[src/rtl/hyper_cmd_seq.sv]
// hyper_cmd_seq: power-up gated 2-deep command FIFO issuing single-dword reqs to hyper_xface
module hyper_cmd_seq #(
  parameter int          INIT_CYCLES  = 2000,
  parameter int          BUSY_TIMEOUT = 15,
  parameter logic [7:0]  LAT_1X       = 8'h12,
  parameter logic [7:0]  LAT_2X       = 8'h16
) (
  input  logic        clk,
  input  logic        reset_l,
  input  logic        cmd_valid,
  output logic        cmd_ready,
  input  logic        cmd_we,
  input  logic [31:0] cmd_addr,
  input  logic [31:0] cmd_wdata,
  input  logic [3:0]  cmd_be,
  output logic        rsp_valid,
  output logic [31:0] rsp_rdata,
  output logic        init_done,
  output logic        err,
  output logic        rd_req,
  output logic        wr_req,
  output logic [31:0] addr,
  output logic [31:0] wr_d,
  output logic [3:0]  wr_byte_en,
  output logic [5:0]  rd_num_dwords,
  output logic [7:0]  latency_1x,
  output logic [7:0]  latency_2x,
  output logic        mem_or_reg,
  input  logic        busy,
  input  logic [31:0] rd_d
);
  localparam logic [2:0] S_INIT    = 3'd0;
  localparam logic [2:0] S_IDLE    = 3'd1;
  localparam logic [2:0] S_ISSUE   = 3'd2;
  localparam logic [2:0] S_WAIT_HI = 3'd3;
  localparam logic [2:0] S_WAIT_LO = 3'd4;
  localparam int IW = $clog2(INIT_CYCLES + 1);
  localparam int TW = $clog2(BUSY_TIMEOUT + 1);
  localparam logic [IW-1:0] INIT_LAST = IW'(INIT_CYCLES - 1);
  localparam logic [TW-1:0] TMO_LAST  = TW'(BUSY_TIMEOUT - 1);

  logic [2:0]    state_q, state_d;
  logic [IW-1:0] init_cnt_q, init_cnt_d;
  logic [TW-1:0] tmo_q, tmo_d;
  logic [68:0]   fifo_q [2];
  logic [68:0]   head;
  logic          wp_q, rp_q;
  logic [1:0]    cnt_q;
  logic          push, pop, tmo_hit, rd_done;
  logic          we_q, err_q, rsp_valid_q;
  logic [31:0]   addr_q, wr_d_q, rsp_rdata_q;
  logic [3:0]    be_q;

  assign init_done = state_q != S_INIT;
  assign cmd_ready = init_done & ~cnt_q[1];
  assign push      = cmd_valid & cmd_ready;
  assign pop       = (state_q == S_IDLE) & (cnt_q != 2'd0) & ~busy;
  assign head      = fifo_q[rp_q];
  assign tmo_hit   = (state_q == S_WAIT_HI) & ~busy & (tmo_q == TMO_LAST);
  assign rd_done   = (state_q == S_WAIT_LO) & ~busy & ~we_q;

  always_comb begin
    state_d    = state_q;
    init_cnt_d = init_cnt_q;
    tmo_d      = tmo_q;
    case (state_q)
      S_INIT: begin
        init_cnt_d = init_cnt_q + 1'b1;
        state_d    = (init_cnt_q == INIT_LAST) ? S_IDLE : S_INIT;
      end
      S_IDLE:    state_d = pop ? S_ISSUE : S_IDLE;
      S_ISSUE: begin
        tmo_d   = '0;
        state_d = S_WAIT_HI;
      end
      S_WAIT_HI: begin
        tmo_d   = busy ? tmo_q : tmo_q + 1'b1;
        state_d = busy ? S_WAIT_LO : (tmo_hit ? S_IDLE : S_WAIT_HI);
      end
      S_WAIT_LO: state_d = busy ? S_WAIT_LO : S_IDLE;
      default:   state_d = S_INIT;
    endcase
  end

  always_ff @(posedge clk or negedge reset_l) begin
    if (!reset_l) begin
      state_q     <= S_INIT;
      init_cnt_q  <= '0;
      tmo_q       <= '0;
      wp_q        <= 1'b0;
      rp_q        <= 1'b0;
      cnt_q       <= 2'd0;
      err_q       <= 1'b0;
      rsp_valid_q <= 1'b0;
      rsp_rdata_q <= 32'h0;
      we_q        <= 1'b0;
      addr_q      <= 32'h0;
      wr_d_q      <= 32'h0;
      be_q        <= 4'h0;
    end else begin
      state_q     <= state_d;
      init_cnt_q  <= init_cnt_d;
      tmo_q       <= tmo_d;
      wp_q        <= wp_q ^ push;
      rp_q        <= rp_q ^ pop;
      cnt_q       <= cnt_q + {1'b0, push} - {1'b0, pop};
      err_q       <= err_q | tmo_hit;
      rsp_valid_q <= rd_done;
      if (rd_done) rsp_rdata_q <= rd_d;
      if (pop) begin
        we_q   <= head[68];
        addr_q <= head[67:36];
        wr_d_q <= head[35:4];
        be_q   <= head[68] ? head[3:0] : 4'h0;
      end
    end
  end

  // Payload needs no reset: cnt_q alone decides which entries are live.
  always_ff @(posedge clk) begin
    if (push) fifo_q[wp_q] <= {cmd_we, cmd_addr, cmd_wdata, cmd_be};
  end

  assign rd_req        = (state_q == S_ISSUE) & ~we_q;
  assign wr_req        = (state_q == S_ISSUE) & we_q;
  assign addr          = addr_q;
  assign wr_d          = wr_d_q;
  assign wr_byte_en    = be_q;
  assign err           = err_q;
  assign rsp_valid     = rsp_valid_q;
  assign rsp_rdata     = rsp_rdata_q;
  assign rd_num_dwords = 6'h1;
  assign latency_1x    = LAT_1X;
  assign latency_2x    = LAT_2X;
  assign mem_or_reg    = 1'b0;
endmodule

[config.mk]
export PLATFORM = sky130hd
export DESIGN_NAME = hyper_cmd_seq
export DESIGN_NICKNAME = d
export VERILOG_FILES = /design/src/rtl/hyper_cmd_seq.sv
export SDC_FILE = /design/constraint.sdc
export NUM_CORES = 1
export LEC_CHECK = 0
export BUFFER_PORTS_ARGS = -buffer_cell sky130_fd_sc_hd__buf_2
export CELL_PAD_IN_SITES_DETAIL_PLACEMENT = 1
export CELL_PAD_IN_SITES_GLOBAL_PLACEMENT = 1
export CORE_MARGIN = 5
export CORE_UTILIZATION = 30
export DETAILED_ROUTE_END_ITERATION = 10
export PLACE_DENSITY = 0.57
export SLEW_MARGIN = 20
export SYNTH_ARGS = -nofsm -noshare
export SYNTH_HDL_FRONTEND = slang
export SYNTH_SLANG_ARGS = --single-unit
[constraint.sdc]
create_clock -name clk -period 3.07 [get_ports clk]
set_input_delay 0.614 -clock clk [delete_from_list [all_inputs] [get_ports clk]]
set_output_delay 0.614 -clock clk [all_outputs]
set_load 0.02 [all_outputs]
==> impl_metrics.py, run 1 <==
metrics = {
    "synth": {
        "avgSynthCellArea_sq_um": 18.0,
        "yosysTopAreaCellShare_pct": 40.3,
        "ys_seq_elements": 263,
        "synth_warnings": 0,
        "synth_ff_type": "edfxtp_1",
        "synthesis.area_sq_um": 10300,
        "yosysSeqAreaShare_pct": 70.7,
        "synth_cell_type_count": 44,
        "synth_top_area_cell": "edfxtp_1",
        "async_flop_share_pct": 47.5,
        "synth.area.top_cells": "edfxtp_1 40%, dfrtp_1 30%, mux2_2 15%",
        "yosysMostFrequentCell": "edfxtp_1",
        "synthTopCellsByCount": "138 x edfxtp_1, 136 x mux2_2, 125 x dfrtp_1",
        "synth_edf_count": 138,
        "syn-instance-count": 570,
    },
    "drt": {
        "first_iter_violations": 136,
        "ant_nets": 0,
        "routedWlPerCell_um": 17.8,
        "drc_errors": 0,
        "vias_per_cell": 4.32,
        "routed_wl_um": 22700,
        "dr.pass1.iters": 3,
        "routed-via-count": 5510,
    },
    "clocking": {
        "cts_sinks": 263,
        "ctsHoldBuffers": 0,
        "clk_pin_slew_worst_paths_ns": 0.06,
        "clkLatencyLatePin_ns": 0.55,
        "postCtsSetupRepairBufs": 0,
        "cts_buffers": 30,
        "cts-resized-gates": 0,
        "cts_tree": "done",
        "root_buffer": "clkbuf_16",
        "cts_buffer_depth": 3,
        "cts-htree-levels": 1,
    },
    "global_route": {
        "antenna_found_initial": 2,
        "grt_overflow": 0,
        "use_met2_pct": 19.4,
        "grt_util_met3_pct": 2.79,
        "grt_max_degree": 53,
        "first_global_vias": 6023,
        "top_usage_layer": "met2",
        "grt_pass1_wl_um": 35100,
        "met1_usage_pct": 14.7,
        "grt_use_total_pct": 11.5,
    },
    "worst_setup_path": {
        "critPathRequiredTime_ns": 2.46,
        "critPathMaxStageDelay_ns": 0.57,
        "cp_max_fo": 14,
        "r2r_setup_slack_ns": 0.68,
        "cp.arrival_ns": 2.00,
        "cp_slowest_cell": "nor3_1",
        "path_cells": "nor3_1, nor2_1, buf_2",
        "start_kind": "flop",
        "path_class": "flop to output port",
        "cp-end-kind": "output port",
    },
    "die": {
        "die_w_um": 195,
        "die_h_um": 195,
        "coreArea_sq_um": 33700,
        "boundaryPins": 234,
        "die-area_sq_um": 38100,
        "rows": 67,
        "start_util_pct": 30.5,
    },
    "place": {
        "placed_cells": 1218,
        "dp_hpwl_um": 15000,
        "port_buffers": 210,
        "gp_congestion": 0.700,
    },
    "timing": {
        "setup_violations": 0,
        "maxSlewViolCount": 0,
        "hold_viol": 1,
        "whs_ns": -0.000222,
        "post-route-period-util_pct": 85.2,
        "period_needed_ns": 2.62,
        "rsz0062_at_grt": "false",
        "finClkSkew_ns": 0.0167,
        "fmax_mhz": 382,
        "slew_headroom_pct": 59.3,
        "tightest_slew_ns": 0.606,
    },
    "job": {
        "cap_violations": 0,
    },
    "cells_and_area": {
        "drive_above_1_share_pct": 54.5,
        "seq_area_sq_um": 7280,
        "n_fill_cell": 3501,
        "multi_input_area_sq_um": 2720,
        "final_util_pct": 38.3,
        "fin_cells": 1275,
        "area_growth_pct": 25.4,
        "layout.nets": 914,
    },
    "status": {
        "status": "complete, but fails checks",
        "violations": "hold timing",
    },
    "power": {
        "peakVddDrop_mv": 0.487,
        "power_leakage_uw": 0.00542,
        "p_per_area_nw_per_um2": 999,
        "total_power_uw": 12900,
    },
    "worst_hold_path": {
        "hold_path.class": "primary input to asynchronous set/reset pin",
    },
}
-- logic make-up after synthesis --
logic type | synth area share [%]
flops | 70.7
mux | 19.7
buf+inv | 3.81
simple gates | 2.85
compound gates | 0.840
xor+xnor | 1.11
fa+ha+maj | 0.852
other cells | 0.0731
-- worst paths after layout --
path	startpoint	endpoint	cells past startpoint
max	state_q[0]$_DFF_PN0_	cmd_ready	3
min	reset_l	addr[27]$_DFFE_PN0P_	1
max reg2reg	state_q[0]$_DFF_PN0_	cnt_q[1]$_DFF_PN0_	8
min reg2reg	init_cnt_q[2]$_DFFE_PN0P_	init_cnt_q[2]$_DFFE_PN0P_	1
max in group asynchronous	reset_l	rsp_rdata[10]$_DFFE_PN0P_	2
min in group clk	cmd_wdata[11]	fifo_q[0][15]$_DFFE_PP_	1
-- power breakdown --
part	total, uW	switching [uW]	internal [uW]
clock	3750	1440	2310
sequential	5350	596	4750
combinational	3780	2050	1730
-- stage by stage --
step	TNS, ns	instance area [sq um]	setup slack [ns]
final	0	12900	0.453
after global routing	0	12900	0.259
after CTS	0	12900	0.392
after detailed placement	0	11800	0.499
after global placement	0	11800	0.543
after floorplan	-55.48	10400	-0.402
-- state kept, by name (all words and copies together), names as in the netlist --
register	flops
addr	32
cnt_q	2
err	1
fifo_q	138
init_cnt_q	11
rp_q	1
rsp_rdata	32
rsp_valid	1
state_q	3
tmo_q	4
we_q	1
wp_q	1
wr_byte_en	4
wr_d	32
-- cell usage in the layout, fill, tap and decap left out, drive strengths merged --
master / instances
nand4: 1
nand2b: 1
nand2: 9
ha: 7
nor4: 4
a21boi: 1
nor2: 10
o211ai: 1
edfxtp: 138
bufinv: 5
nand4bb: 1
xnor2: 6
a21oi: 2
inv: 9
nor3: 5
nor2b: 1
a22o: 1
buf: 223
or3: 3
xor2: 7
o21bai: 1
or4b: 3
mux2: 165
nor4b: 1
o21ai: 4
o221ai: 1
mux2i: 6
nand3: 5
o311ai: 1
dfrtp: 125
clkbuf: 37
conb: 23
and2: 1
diode: 1
clkinv: 13
nand3b: 1
o31ai: 1
or2: 2
clkinvlp: 1
-- metal layers --
layer / wire (um) / vias to the layer above
met5: 7 / -
met4: 665 / 2
met3: 1240 / 40
met2: 11100 / 158
met1: 9690 / 2786
li1: - / 2524
-- worst max-delay path: cells and delay by family (launching register included) --
family,cells,cell delay (ns)
buffers and inverters,1,0.20
DFF,1,0.52
and+or+nand+nor,2,0.73
-- area by class of cell --
type,instances,area share (%)
Sequential cell,263,56.4
Multi-Input combinational cell,275,21.1
Timing Repair Buffer,223,9.64
Clock buffer,37,6.34
Tap cell,448,4.35
Clock inverter,19,1.85
Inverter,9,0.272
Antenna cell,1,0.0194
No activity file was read; power rests on OpenSTA's default activity.
==> run 2: changes to the inputs <==
--- a/config.mk
+++ b/config.mk
@@ -7,11 +7,11 @@
 export LEC_CHECK = 0
 export BUFFER_PORTS_ARGS = -buffer_cell sky130_fd_sc_hd__buf_2
 export CELL_PAD_IN_SITES_DETAIL_PLACEMENT = 1
-export CELL_PAD_IN_SITES_GLOBAL_PLACEMENT = 1
+export CELL_PAD_IN_SITES_GLOBAL_PLACEMENT = 2
 export CORE_MARGIN = 5
 export CORE_UTILIZATION = 30
 export DETAILED_ROUTE_END_ITERATION = 10
-export PLACE_DENSITY = 0.57
+export PLACE_DENSITY = 0.62
 export SLEW_MARGIN = 20
 export SYNTH_ARGS = -nofsm -noshare
 export SYNTH_HDL_FRONTEND = slang
==> constraint.sdc (replaced) <==
create_clock -name clk -period 2.6 [get_ports clk]
set_input_delay 0.52 -clock clk [delete_from_list [all_inputs] [get_ports clk]]
set_output_delay 0.52 -clock clk [all_outputs]
set_load 0.02 [all_outputs]
==> impl_metrics.py, run 2 (same netlist as run 1, synthesis figures left out) <==
metrics = {
    "cells_and_area": {
        "top_register": "fifo_q",
        "layout.nets": 917,
        "layout_common_cells": "209 x buf_2, 138 x edfxtp_1, 136 x mux2_2",
        "largest_reg_flops": 138,
        "drive_above_1_share_pct": 53.7,
        "n_fill_cell": 3466,
        "multi_input_area_sq_um": 2720,
        "seq_area_sq_um": 7280,
        "final_util_pct": 38.2,
        "layout_commonest_cell": "buf_2",
        "area_growth_pct": 25.2,
    },
    "place": {
        "dp_hpwl_um": 16600,
        "port_buffers": 210,
        "gp_congestion": 0.733,
    },
    "timing": {
        "whs_ns": 0.163,
        "rsz0062_at_grt": "false",
        "fmax_mhz": 438,
        "finClkSkew_ns": 0.00790,
        "period_needed_ns": 2.28,
        "maxSlewViolCount": 0,
        "post-route-period-util_pct": 87.7,
        "hold_viol": 0,
        "setup_violations": 0,
    },
    "power": {
        "peakVddDrop_mv": 0.517,
        "power_leakage_uw": 0.00541,
        "p_per_area_nw_per_um2": 1170,
    },
    "drt": {
        "routed_wl_um": 24000,
        "dr.pass1.iters": 4,
        "routed-via-count": 5560,
        "vias_per_cell": 4.35,
        "first_iter_violations": 144,
        "routedWlPerCell_um": 18.8,
        "drc_errors": 0,
        "ant_nets": 0,
    },
    "clocking": {
        "cts-resized-gates": 0,
        "cts_tree": "done",
        "clkLatencyLatePin_ns": 0.54,
        "cts_buffers": 30,
        "ctsHoldBuffers": 1,
        "root_buffer": "clkbuf_16",
        "cts_sinks": 263,
        "postCtsSetupRepairBufs": 0,
        "clk_pin_slew_worst_paths_ns": 0.06,
        "cts_buffer_depth": 3,
        "cts-htree-levels": 1,
    },
    "global_route": {
        "grt_pass1_wl_um": 37000,
        "grt_util_met3_pct": 2.79,
        "grt_max_degree": 65,
        "grt_overflow": 0,
        "met1_usage_pct": 13.1,
        "antenna_found_initial": 3,
        "top_usage_layer": "met2",
        "use_met2_pct": 23.7,
        "first_global_vias": 6451,
        "grt_use_total_pct": 12.2,
    },
    "status": {
        "status": "finished clean",
    },
    "die": {
        "boundaryPins": 234,
        "rows": 67,
        "die_h_um": 195,
        "die-area_sq_um": 38100,
        "start_util_pct": 30.5,
        "die_w_um": 195,
        "coreArea_sq_um": 33700,
    },
    "worst_setup_path": {
        "cp_max_fo": 14,
        "critPathRequiredTime_ns": 2.08,
        "path_class": "flop to output port",
        "cp.arrival_ns": 1.76,
        "start_kind": "flop",
        "cp-end-kind": "output port",
    },
    "worst_hold_path": {
        "hold_path.class": "primary input to flop",
    },
    "job": {
        "cap_violations": 0,
    },
}
[run 2: changes by cell type in the layout (fill, tap and decap cells not counted), moves of 3 or more]
cell / before / now
clkinv_2: 9 / 4
clkbuf_1: 3 / 9
bufinv_16: 5 / 2
clkbuf_8: 4 / 7
[run 2: worst paths after layout]
check / from / to / cells past startpoint / slack [ns]
setup / recovery: state_q[0]$_DFF_PN0_ / init_done / 4 / 0.32
hold / removal: cmd_addr[23] / fifo_q[0][59]$_DFFE_PP_ / 1 / 0.16
setup reg to reg: state_q[0]$_DFF_PN0_ / fifo_q[0][4]$_DFFE_PP_ / 5 / 0.46
hold reg to reg: init_cnt_q[10]$_DFFE_PN0P_ / init_cnt_q[10]$_DFFE_PN0P_ / 1 / 0.46
max in group asynchronous: reset_l / rsp_rdata[9]$_DFFE_PN0P_ / 3 / 1.37
min in group asynchronous: reset_l / addr[20]$_DFFE_PN0P_ / 2 / 0.45
[run 2: where the power goes]
group / leakage [uW] / internal [uW] / switching, uW
combinational: 0.00209 / 2080 / 2550
clock: 0.000492 / 2570 / 1610
sequential: 0.00282 / 5620 / 677
total: 0.00541 / 10300 / 4840
[run 2: metal layers]
layer / wire, um / vias up
li1: - / 2536
met1: 8860 / 2860
met2: 13400 / 127
met3: 1200 / 35
met4: 567 / 2
met5: 13 / -
[run 2: layout make-up]
cell class              count  share of cell area [%]
diodes                      1                  0.0194
inverters                   9                   0.272
repair buffers            226                    9.94
clock inverters             9                   0.739
well taps                 448                    4.35
multi-input cells         275                    21.1
flip-flops and latches    263                    56.5
clock buffers              47                    7.04
[run 2: metrics by stage]
stage	std cells	setup TNS (ns)	area [sq um]	total power, uW	setup slack, ns
finish	1278	0	12900	15100	0.319
global placement	1220	0	11900	10900	0.395
detailed placement	1220	0	11900	11100	0.405
global route	1278	0	12900	16000	0.201
CTS	1277	0	12900	15400	0.262
floorplan	591	-20.63	10400	9330	-0.149
[run 2: critical path: stages, from the launching register on]
cell	delay, ns
dfrtp_1	0.52
nor3_1	0.30
buf_4	0.19
inv_1	0.05
buf_2	0.15
==> run 3: changes to the inputs <==
--- a/config.mk
+++ b/config.mk
@@ -9,9 +9,9 @@
 export CELL_PAD_IN_SITES_DETAIL_PLACEMENT = 1
 export CELL_PAD_IN_SITES_GLOBAL_PLACEMENT = 2
 export CORE_MARGIN = 5
-export CORE_UTILIZATION = 30
+export CORE_UTILIZATION = 39
 export DETAILED_ROUTE_END_ITERATION = 10
-export PLACE_DENSITY = 0.62
+export PLACE_DENSITY = 0.78
 export SLEW_MARGIN = 20
 export SYNTH_ARGS = -nofsm -noshare
 export SYNTH_HDL_FRONTEND = slang
==> impl_metrics.py, run 3 (same netlist as run 1, synthesis figures left out) <==
metrics = {
    "status": {
        "status": "finished clean",
    },
    "cells_and_area": {
        "layout_common_cells": "209 x buf_2, 138 x edfxtp_1, 136 x mux2_2",
        "layout.nets": 913,
        "area_growth_pct": 23.2,
        "drive_above_1_share_pct": 53.5,
        "layout_commonest_cell": "buf_2",
        "top_register": "fifo_q",
        "diodes": 0,
        "final_util_pct": 48.7,
        "design_area_sq_um": 12700,
        "largest_reg_flops": 138,
    },
    "place": {
        "pre_cts_ws_ns": 0.217,
        "gp_congestion": 0.775,
        "placed_area_sq_um": 11700,
        "dp_hpwl_um": 15200,
        "port_buffers": 210,
    },
    "global_route": {
        "grt_use_total_pct": 14.6,
        "antenna_found_initial": 0,
        "first_global_vias": 6253,
        "grt_overflow": 0,
        "grt_pass1_wl_um": 34300,
        "grt_max_degree": 70,
    },
    "drt": {
        "drc_errors": 0,
        "vias_per_cell": 4.76,
        "dr.pass1.iters": 4,
        "routed-via-count": 5522,
        "first_iter_violations": 212,
        "ant_nets": 0,
        "routed_wl_um": 22400,
        "routedWlPerCell_um": 19.3,
    },
    "die": {
        "die_h_um": 172,
        "boundaryPins": 234,
        "die_w_um": 172,
        "rows": 59,
        "start_util_pct": 39.6,
        "die-area_sq_um": 29700,
        "coreArea_sq_um": 26000,
    },
    "timing": {
        "maxSlewViolCount": 0,
        "slew_headroom_pct": 58.7,
        "setup_tns_ns": 0,
        "finClkSkew_ns": 0.0248,
        "fin_ws_ns": 0.338,
        "post-route-period-util_pct": 87.0,
        "period_needed_ns": 2.26,
        "fmax_mhz": 442,
        "setup_violations": 0,
        "rsz0062_at_grt": "false",
        "tightest_slew_ns": 0.619,
        "hold_viol": 0,
    },
    "clocking": {
        "cts_tree": "done",
        "clk_pin_slew_worst_paths_ns": 0.06,
        "cts_sinks": 263,
        "clkLatencyLatePin_ns": 0.55,
        "cts_buffers": 30,
        "cts_buffer_depth": 3,
        "cts-htree-levels": 1,
        "root_buffer": "clkbuf_16",
    },
    "worst_setup_path": {
        "path_class": "flop to output port",
        "cp-end-kind": "output port",
        "cp_max_fo": 14,
        "start_kind": "flop",
        "cp.arrival_ns": 1.74,
        "critPathRequiredTime_ns": 2.08,
    },
    "power": {
        "p_per_area_nw_per_um2": 1180,
        "total_power_uw": 14900,
        "peakVddDrop_mv": 0.614,
        "power_leakage_uw": 0.00537,
    },
    "job": {
        "cap_violations": 0,
    },
    "worst_hold_path": {
        "hold_path.class": "primary input to flop",
    },
}
==> run 3: layout make-up <==
cell class                      count  area, sq um
Timing Repair Buffer              222         1240
Fill cell                        2554        13300
Tap cell                          335          419
Clock inverter                     17          169
Clock buffer                       39          805
Multi-Input combinational cell    275         2720
Sequential cell                   263         7280
Inverter                            9         35.0
==> run 3: path summary, 6_finish.rpt <==
path | start | end | slack [ns] | cells past startpoint
max reg2reg | state_q[0]$_DFF_PN0_ | cnt_q[1]$_DFF_PN0_ | 0.36 | 8
min | cmd_wdata[7] | fifo_q[1][11]$_DFFE_PP_ | 0.16 | 1
max in group asynchronous | reset_l | wr_byte_en[2]$_DFFE_PN0P_ | 1.30 | 3
min reg2reg | init_cnt_q[10]$_DFFE_PN0P_ | init_cnt_q[10]$_DFFE_PN0P_ | 0.46 | 1
max | state_q[0]$_DFF_PN0_ | init_done | 0.34 | 4
min in group asynchronous | reset_l | rsp_rdata[9]$_DFFE_PN0P_ | 0.54 | 2
==> run 3: layer usage <==
layer / wire [um] / vias to the layer above / global-route usage, %
met5: 0 / - / 0
li1: - / 2521 / -
met2: 11900 / 142 / 26.1
met3: 1020 / 38 / 2.79
met1: 8760 / 2821 / 18.0
met4: 686 / 0 / 4.58
==> run 3: where the power goes <==
group	switching, uW	internal, uW	total [uW]
clock network	1610	2470	4090
registers	730	5620	6350
logic	2440	2040	4480
total	4780	10100	14900
==> run 3: metrics by stage <==
stage,instances,hold slack [ns]
3_3_place_gp,1103,0.455
6_report,1160,0.156
4_1_cts,1160,0.125
5_1_grt,1160,0.128
2_1_floorplan,591,0.224
3_5_place_dp,1103,0.458
==> run 3: repair_timing <==
action,CTS,global route
setup buffers,0,0
hold buffers,1,0
endpoints found under the setup margin,0,0
endpoints found under the hold margin,56,0
resized for setup,0,0
==> run 3: critical path, stage by stage (launching register included) <==
cell and delay (ns):
dfrtp_1 0.51, nor3_1 0.32, buf_4 0.19, inv_1 0.04, buf_2 0.15
